--- config.mk ---
export PLATFORM = sky130hd
export DESIGN_NAME = delay_timer
export DESIGN_NICKNAME = d
export VERILOG_FILES = /design/src/rtl/delay_timer_pkg.sv /design/src/rtl/delay_timer_tick_gen.sv /design/src/rtl/delay_timer.sv
export SDC_FILE = /design/constraint.sdc
export NUM_CORES = 1
export LEC_CHECK = 0
export BUFFER_PORTS_ARGS = -buffer_cell sky130_fd_sc_hd__buf_2
export CORE_AREA = 10 10 59 61
export CTS_BUF_LIST = sky130_fd_sc_hd__clkbuf_4 sky130_fd_sc_hd__clkbuf_8
export CTS_CLUSTER_DIAMETER = 120
export DETAILED_ROUTE_END_ITERATION = 10
export DIE_AREA = 0 0 69 71
export GPL_TIMING_DRIVEN = 0
export PLACE_DENSITY = 0.81
export SKIP_LAST_GASP = 1
export SYNTH_ARGS = -nofsm -noshare
export SYNTH_HDL_FRONTEND = slang
export SYNTH_SLANG_ARGS = --single-unit
--- constraint.sdc ---
create_clock -name clk -period 2.4 [get_ports clk]
set_clock_uncertainty 0.15 [all_clocks]
set_input_delay 0.48 -clock clk [delete_from_list [all_inputs] [get_ports clk]]
set_output_delay 0.48 -clock clk [all_outputs]
set_load 0.02 [all_outputs]
--- src/rtl/delay_timer_pkg.sv ---
// rtl/delay_timer_pkg.sv - shared state type and default parameters for the delay timer
package delay_timer_pkg;

  typedef enum logic {
    IDLE = 1'b0,
    RUN  = 1'b1
  } state_t;

  localparam int DEF_WIDTH    = 8;
  localparam int DEF_PRESCALE = 1;

endpackage

--- src/rtl/delay_timer_tick_gen.sv ---
// rtl/delay_timer_tick_gen.sv - prescaler producing one tick every PRESCALE enabled cycles
module tick_gen
  import delay_timer_pkg::*;
#(
  parameter int PRESCALE = DEF_PRESCALE
) (
  input  logic clk,
  input  logic rst_n,
  input  logic clear,
  input  logic enable,
  output logic tick
);

  // With PRESCALE=1 LAST is 0, the counter never leaves 0 and tick follows enable.
  localparam int            CW   = (PRESCALE > 1) ? $clog2(PRESCALE) : 1;
  localparam logic [CW-1:0] LAST = CW'(PRESCALE - 1);

  logic [CW-1:0] cnt_q;

  always_ff @(posedge clk or negedge rst_n) begin
    if (!rst_n) begin
      cnt_q <= '0;
    end else if (clear) begin
      cnt_q <= '0;
    end else if (enable) begin
      cnt_q <= (cnt_q == LAST) ? '0 : cnt_q + CW'(1);
    end
  end

  assign tick = enable && (cnt_q == LAST);

endmodule

--- src/rtl/delay_timer.sv ---
// rtl/delay_timer.sv - one-shot / auto-reload delay timer with abort and retrigger
module delay_timer
  import delay_timer_pkg::*;
#(
  parameter int WIDTH    = DEF_WIDTH,
  parameter int PRESCALE = DEF_PRESCALE
) (
  input  logic             clk,
  input  logic             rst_n,
  input  logic             start,
  input  logic [WIDTH-1:0] delay_len,
  input  logic             periodic,
  input  logic             abort,
  output logic [WIDTH-1:0] q,
  output logic             busy,
  output logic             delay_done
);

  state_t           state_q;
  logic [WIDTH-1:0] len_q;
  logic [WIDTH-1:0] q_q;
  logic             mode_q;
  logic             done_q;
  logic             run;
  logic             tick;
  logic [WIDTH:0]   q_inc;
  logic             expire;

  assign run    = (state_q == RUN);
  assign q_inc  = {1'b0, q_q} + {{WIDTH{1'b0}}, 1'b1};
  assign expire = (q_inc == {1'b0, len_q});

  tick_gen #(
    .PRESCALE(PRESCALE)
  ) u_tick_gen (
    .clk   (clk),
    .rst_n (rst_n),
    .clear (start | abort),
    .enable(run),
    .tick  (tick)
  );

  // Priority: abort, then start (retrigger swallows a coinciding expiry), then tick.
  always_ff @(posedge clk or negedge rst_n) begin
    if (!rst_n) begin
      state_q <= IDLE;
      len_q   <= '0;
      q_q     <= '0;
      mode_q  <= 1'b0;
      done_q  <= 1'b0;
    end else begin
      done_q <= 1'b0;
      if (abort) begin
        state_q <= IDLE;
        q_q     <= '0;
      end else if (start) begin
        state_q <= RUN;
        q_q     <= '0;
        len_q   <= (delay_len == '0) ? WIDTH'(1) : delay_len;
        mode_q  <= periodic;
      end else if (run && tick) begin
        if (expire) begin
          q_q    <= '0;
          done_q <= 1'b1;
          if (!mode_q) state_q <= IDLE;
        end else begin
          q_q <= q_inc[WIDTH-1:0];
        end
      end
    end
  end

  assign q          = q_q;
  assign busy       = run;
  assign delay_done = done_q;

endmodule

==> out/results.ini, run 1 <==
[run_status]
status=complete, no violations

[synthesis]
async_flop_share=1.00
synth_top_family_by_area=simple AND/OR/NAND/NOR gates
synth_simple_gate_area_share=0.234
syn_inst=116
synth_area_leaders=dfrtp_1 42%, mux2_2 8.0%, nand2_1 5.0%, xor2_1 3.9%, o21ai_0 3.6%
synthAdderAreaFrac=0.0111
yosysWarnings=0
synth-seq-cells=19
synth_compound_area_frac=0.130
synth_area_um2=1130
synth-xor-area-share=0.0700
synth_mux_area_frac=0.0978
synth_nets=130
yosysMostFrequentCell=dfrtp_1
yosysTopAreaCell=dfrtp_1
synth_seq_area_share=0.422
synth_top_area_frac=0.422
synth_ff_type=dfrtp_1
avgSynthCellArea_um2=9.71
netlist_top_cells_count=19 x dfrtp_1, 15 x nand2_1, 8 x mux2_2, 8 x o21ai_0, 7 x nor3_1
synth_edf_count=0
ys_types=40

[sta]
relSlewSlack=0.377
setup_ws_ns=0.0804
drv_slew=0
finalHoldViolations=0
hold_slack_ns=0.208
max_freq_mhz=431
worst_pin_slew_ns=0.928
finalSetupViolCount=0
period_share=0.966
min_period_ns=2.32

[drt]
wirelength_um=2710
wl_per_cell_um=15.1
drtIter0Drc=48
topRoutingLayerUsed=met4
wl_met1_um=1160
viasPerCell=5.51
wl_met2_um=1340
wl_met3_um=152
firstDrtPassIters=4
drc=0
antenna_left=0
vias=987

[worst_setup_path]
r2r-start=q[7]
end_kind=register
crit_path_start=q[7]
start_kind=register
critPathKind=reg -> reg
cp_max_fo=6
reg2reg_slack_ns=0.08
rr_worst_depth=6
cp.arrival_ns=2.36
cp.required_ns=2.44
worstReg2RegEnd=q[5]

[final_layout]
fin_nets=164
drive_above_1_share=0.389
fin_util=0.600
area_delta_synth_final_pct=27.2
diodes=0

[power]
peakVddDrop_mv=0.336
p_per_area_nw_per_um2=471
p_int_mw=0.487
p_leak_nw=0.638
finalPower_mw=0.675
seqPwrFrac=0.545
switching_share=0.279
combPwrFrac=0.186
p_sw_mw=0.188
p_clk_frac=0.269

[cts]
path_clk_slew_ns=0.11
cts-root-buf=clkbuf_4
clock_latency_ns=0.31
cts_buffer_depth=2
cts_tree=yes
cts_htree_levels=1
cts_sinks=19
cts-buffers-inserted=3

[floorplan]
die_width_um=69
ioPinCount=23
die_area_um2=4900
core_um2=2390
num_rows=18
start_util=0.472
die_y_um=71

[placement]
dp_hpwl_um=1930
port_buffers=22
pre_cts_slack_ns=-0.0385
routabilityCongestion=0.891

[worst_hold_path]
min-delay-path-class=in -> reg
min_path_cells=2
min_from=abort
hold-path-endpoint=busy

[grt]
grt_max_degree=20
grt_pass1_vias=956
antenna_found_initial=0
gr-total-overflow=0
grt_pass1_wl_um=4450
track_usage=0.106

[run]
cap_violations=0

==> power groups by stage <==
stage / Combinational (mW) / Sequential, mW / Clock (mW)
floorplan: 0.0749 / 0.368 / 0
global placement: 0.107 / 0.369 / 0
detailed placement: 0.111 / 0.370 / 0
CTS: 0.115 / 0.365 / 0.184
global route: 0.139 / 0.372 / 0.192
finish: 0.126 / 0.368 / 0.182
==> how the worst max path moves through the flow <==
stage	endpoint	slack (ns)	cells past startpoint
floorplan	q[1]	0.05	6
global placement	q[5]	0.02	6
detailed placement	q[5]	-0.04	6
CTS	q[5]	0.007	7
global route	q[0]	-0.0006	6
finish	q[5]	0.08	6
==> stage by stage <==
stage                     instance area (um^2)  setup TNS, ns  cells
after floorplan                           1130              0    116
after global placement                    1270              0    168
after detailed placement                  1270         -0.152    168
after CTS                                 1320              0    173
after global routing                      1430      -0.000592    179
final                                     1430              0    179
==> layout make-up <==
type	count	area, um^2
fillers	217	955
multi-input cells	90	668
flip-flops and latches	19	479
repair buffers	30	173
plain buffers	4	37.5
well taps	30	37.5
clock buffers	4	30.0
inverters	2	7.51
==> layout by cell type (no fill, tap or decap), drive strengths merged, types with 2 or more instances in the layout <==
| cell type | count |
|---|---|
| nand2b | 2 |
| a21oi | 2 |
| and3 | 2 |
| dfrtp | 19 |
| nor4 | 2 |
| a32o | 2 |
| nand2 | 15 |
| mux2 | 8 |
| o211ai | 3 |
| or2 | 2 |
| nor3 | 7 |
| nor2 | 5 |
| clkbuf | 4 |
| nor2b | 2 |
| o21ai | 8 |
| nand4 | 2 |
| inv | 2 |
| mux2i | 2 |
| xor2 | 5 |
| buf | 33 |
| o311ai | 2 |
| xnor2 | 4 |
| nand3 | 3 |
==> worst max-delay path: stages (launching register included) <==
cell and delay (ns):
dfrtp_2 0.49, xnor2_4 0.16, mux2_2 0.35, o211ai_1 0.27
or4b_4 0.56, nand2_2 0.14, o311ai_1 0.09
==> flip-flops by register name (all words and copies together), names as in the netlist <==
name	cells
busy	1
len_q	8
q	8
delay_done	1
mode_q	1
==> repair_timing <==
action	CTS	global route
endpoints found under the hold margin	19	0
endpoints found under the setup margin	5	8
gates cloned	0	0
setup buffers	0	7
resized for setup	3	15
hold buffers	1	0
pin swaps	0	4
==> cells by family after synthesis <==
kind of cell    Yosys count
buf+inv                   7
compound gates           21
mux                      10
simple gates             49
xor+xnor                  9
fa+ha+maj                 1
flops                    19
==> layer usage <==
metal  track usage  vias up
met5             0        -
met4        0.0694        0
met3        0.0307        5
met2         0.180       19
met1         0.114      475
li1              -      488
(Power assumes the default switching activity.)
==> run 2, diff against run 1 <==
BUFFER_PORTS_ARGS = unset   (was -buffer_cell sky130_fd_sc_hd__buf_2)
DONT_BUFFER_PORTS = 1   (was unset)
PLACE_DENSITY = 0.72   (was 0.81)
==> run 2 against run 1 <==
- sequential power barely moved
- non-clock buffer count is 21 lower
- largest power group unchanged
- first-iteration DRC count shrank 2.1%
- critical path depth up 1
- clock power is 11% lower
- design area down 7.5%
- cell count decreased by 12%
- core utilization decreased by 4.5 points
- setup slack lost 0.055 ns
==> out/results.ini, run 2 (synthesis results as in run 1) <==
[run_status]
status=complete, no violations

[sta]
period_share=0.990
finalHoldViolations=0
finalSetupViolCount=0
rsz0062_at_grt=yes
drv_slew=0
min_period_ns=2.38
worst_pin_slew_ns=0.929
max_freq_mhz=421
relSlewSlack=0.376

[cts]
cts-root-buf=clkbuf_4
clock_latency_ns=0.30
cts_htree_levels=1
cts_buffer_depth=2
path_clk_slew_ns=0.11
cts-buffers-inserted=3
cts_tree=yes
cts_sinks=19

[placement]
placed_cell_area_um2=1160
dp_hpwl_um=1980
routabilityCongestion=0.930
dpl.cell_count=146
port_buffers=0

[power]
peakVddDrop_mv=0.399
p_leak_nw=0.533
p_per_area_nw_per_um2=484
finalPower_mw=0.641

[grt]
grt_pass1_vias=897
grt_max_degree=20
grt_pass1_wl_um=4460
track_usage=0.111
gr-total-overflow=0
antenna_found_initial=0

[drt]
wirelength_um=2710
wl_per_cell_um=17.1
drtIter0Drc=47
drc=0
antenna_left=0
wl_met1_um=1190
wl_met2_um=1250
topRoutingLayerUsed=met4
wl_met3_um=218
viasPerCell=5.74
firstDrtPassIters=4
vias=907

[final_layout]
fin_nets=143
final_design_area_no_fill_um2=1330
drive_above_1_share=0.320
area_delta_synth_final_pct=17.7
diodes=0
layout_common_cells=13 x nand2_1, 12 x dfrtp_1, 8 x mux2_2
finalNonFillerCells=158
layout_commonest_cell=nand2_1

[worst_hold_path]
min_path_cells=1
min-delay-path-class=in -> reg
min_from=abort
hold-path-endpoint=busy

[floorplan]
die_area_um2=4900
die_width_um=69
start_util=0.472
die_y_um=71
num_rows=18
core_um2=2390
ioPinCount=23

[worst_setup_path]
start_kind=register
cp_max_fo=6
end_kind=register
rr_worst_depth=7
worstReg2RegEnd=busy
cp.arrival_ns=2.42
r2r-start=q[2]
cp.required_ns=2.44
reg2reg_slack_ns=0.02
critPathKind=reg -> reg

[run]
cap_violations=0

run 2: per-stage QoR:
step,setup WS (ns),hold slack (ns),setup TNS [ns],utilization
finish,0.0249,0.0966,0,0.555
global route,-0.0549,0.0578,-0.141,0.555
detailed placement,-0.238,0.0351,-1.28,0.487
CTS,0.0151,0.0830,0,0.547
global placement,-0.190,0.0351,-1.07,0.487
floorplan,0.0466,0.0344,0,-
run 2: report_power, final:
group	switching [mW]	internal (mW)
clock	0.0999	0.0621
sequential	0.0256	0.344
combinational	0.0511	0.0585
total	0.177	0.465
run 2: critical path, stage by stage (launching register included):
cell	delay (ns)
dfrtp_2	0.45
buf_6	0.15
nand3_4	0.10
or3_1	0.34
a32o_1	0.23
or4b_4	0.60
nor3_1	0.16
nor3_1	0.08
run 2: worst max path at each step:
| stage | from | end | slack (ns) | cells past startpoint |
|---|---|---|---|---|
| floorplan | q[4] | q[1] | 0.05 | 6 |
| global placement | q[0] | q[5] | -0.19 | 7 |
| detailed placement | q[7] | q[4] | -0.24 | 6 |
| CTS | q[5] | q[1] | 0.02 | 6 |
| global route | q[0] | q[5] | -0.05 | 7 |
| finish | q[2] | busy | 0.02 | 7 |
run 2: cell type report:
| type | count | area (um^2) |
|---|---|---|
| fillers | 232 | 1060 |
| clock inverters | 1 | 5.00 |
| flip-flops and latches | 19 | 484 |
| plain buffers | 5 | 42.5 |
| multi-input cells | 90 | 659 |
| repair buffers | 8 | 66.3 |
| inverters | 2 | 7.51 |
| well taps | 30 | 37.5 |
| clock buffers | 3 | 22.5 |
run 2: layer usage:
metal  track usage  up-vias
li1              -      444
met1         0.129      433
met2         0.176       24
met3        0.0432        6
met4        0.0470        0
met5             0        -
run 2: repair_timing:
item	4_1_cts	5_1_grt
hold buffers	1	0
resized for setup	19	8
endpoints found under the hold margin	19	0
endpoints found under the setup margin	8	8
setup buffers	6	1
pin swaps	4	8
==> run 3, diff against run 2 <==
--- a/config.mk
+++ b/config.mk
@@ -14,3 +14,4 @@
 export GPL_TIMING_DRIVEN = 0
-export PLACE_DENSITY = 0.72
+export PLACE_DENSITY = 0.7
+export SETUP_SLACK_MARGIN = 0.05
 export SKIP_LAST_GASP = 1
==> constraint.sdc (replaced) <==
create_clock -name clk -period 2.6 [get_ports clk]
set_clock_uncertainty 0.15 [all_clocks]
set_input_delay 0.52 -clock clk [delete_from_list [all_inputs] [get_ports clk]]
set_output_delay 0.52 -clock clk [all_outputs]
set_load 0.005 [all_outputs]
==> run 3 against run 2 <==
- setup slack gained 0.14 ns
- worst hold slack gained 0.038 ns
- global-route usage shrank 0.52 points
- sequential power shrank 8.4%
- sequential share of layout area grew 2.3 points
- cell count shrank 3.8%
- combinational power shrank 14%
- core utilization shrank 4.0 points
- critical endpoint is now q[1]
- highest routed layer unchanged
- count of clock-buffer cells in the layout is the same
- largest power group unchanged
==> out/results.ini, run 3 (synthesis results as in run 1) <==
[worst_setup_path]
crit_slowest_cell=or4b_4
cp.arrival_ns=2.48
rr_worst_depth=6
cp.required_ns=2.64
cp_common_cell=a32o_1
critPathMaxStageDelay_ns=0.55
end_kind=register
timing.critical_path.cells=buf_6 -> nand3_2 -> or3_1 -> a32o_1 -> or4b_4 -> a32o_1
critPathKind=reg -> reg
cp_max_fo=9
start_kind=register

[sta]
max_freq_mhz=410
finalSetupViolCount=0
relSlewSlack=0.280
finalHoldViolations=0
fin_tns_setup_ns=0
min_period_ns=2.44
period_share=0.938
worst_pin_slew_ns=1.07
drv_slew=0
rsz0062_at_grt=no

[final_layout]
fin_nets=137
diodes=0
fill_cells=250
layout_commonest_cell=dfrtp_1
drive_above_1_share=0.221
layout_common_cells=18 x dfrtp_1, 14 x nand2_1, 8 x o21ai_0, 8 x mux2_2, 6 x nor3_1
multiInputGateArea_um2=629
area_delta_synth_final_pct=9.11
seq_area_um2=477

[floorplan]
start_util=0.472
die_area_um2=4900
die_y_um=71
die_width_um=69
ioPinCount=23
num_rows=18
core_um2=2390

[cts]
cts_buffer_depth=2
path_clk_slew_ns=0.12
clock_latency_ns=0.31
cts_htree_levels=1
cts-buffers-inserted=3
cts_sinks=19
cts-root-buf=clkbuf_4
cts_tree=yes

[drt]
wirelength_um=2600
viasPerCell=5.92
drc=0
vias=900
firstDrtPassIters=4
wl_per_cell_um=17.1
drtIter0Drc=32
antenna_left=0

[worst_hold_path]
min_path_cells=1
min-delay-path-class=in -> reg

[grt]
top_usage_layer=met2
grt_pass1_wl_um=4340
grt.met3_usage=0.0349
antenna_found_initial=0
track_usage=0.105
grt_max_degree=20
grt_pass1_vias=892
use_met2=0.173
gr-total-overflow=0
met1_usage=0.122

[run_status]
status=complete, no violations

[power]
p_per_area_nw_per_um2=478
peakVddDrop_mv=0.314
finalPower_mw=0.588
p_leak_nw=0.507

[placement]
routabilityCongestion=0.908
port_buffers=0
dp_hpwl_um=1950

[run]
cap_violations=0

-- run 3: cell types whose count changed in the layout (fill, tap and decap cells not counted), moves of 2 or more --
cell     delta
buf_6       -3
o21ai_0     +3
o21ai_2     -2
buf_4       -4
dfrtp_1     +6
dfrtp_2     -6
-- run 3: worst paths after layout --
check / startpoint / slack (ns) / end
worst max-delay path: q[2] / 0.16 / q[1]
worst min-delay path: abort / 0.13 / busy
worst max register to register: q[2] / 0.16 / q[1]
worst min register to register: len_q[1] / 0.39 / len_q[1]
max in group asynchronous: rst_n / 1.05 / q[0]
min in group asynchronous: rst_n / 0.62 / q[2]
-- run 3: critical path: cells and delay by family (launching register included) --
kind	cells	cell delay [ns]
buffers and inverters	1	0.15
AOI/OAI and AO/OA	2	0.53
DFF	1	0.42
and+or+nand+nor	3	1.07
-- run 3: report_power, final --
part | internal, mW | leakage, nW | switching, mW | total (mW)
sequential | 0.318 | 0.242 | 0.0209 | 0.339
clock | 0.0574 | 0.0177 | 0.0975 | 0.155
combinational | 0.0488 | 0.248 | 0.0453 | 0.0941
-- run 3: layout make-up --
class / count / area share
buffer: 5 / 0.0265
clock buffer: 3 / 0.0183
clock inverter: 1 / 0.00407
inverter: 2 / 0.00611
multi-input combinational: 90 / 0.512
sequential: 19 / 0.388
tap: 30 / 0.0305
timing repair buffer: 2 / 0.0143
-- run 3: metal layers --
layer	vias up	wire, um
met5	-	0
met4	0	34
met3	5	169
met2	22	1240
met1	441	1160
li1	432	-
-- run 3: stage by stage --
stage / hold WS [ns] / setup WS, ns / cells / cell area (um^2) / util
6_report: 0.135 / 0.161 / 152 / 1230 / 0.515
5_1_grt: 0.115 / 0.0533 / 152 / 1230 / 0.515
4_1_cts: 0.132 / 0.0760 / 151 / 1210 / 0.506
3_5_place_dp: 0.0752 / 0.0672 / 146 / 1160 / 0.487
3_3_place_gp: 0.0751 / 0.117 / 146 / 1160 / 0.487
2_1_floorplan: 0.0744 / 0.343 / 116 / 1130 / -
-- run 3: timing repair --
action	4_1_cts	5_1_grt
pin swaps	0	1
setup endpoints to repair	1	7
gates resized for setup	1	6
endpoints found under the hold margin	19	0
setup buffers	0	1
hold buffers	1	0
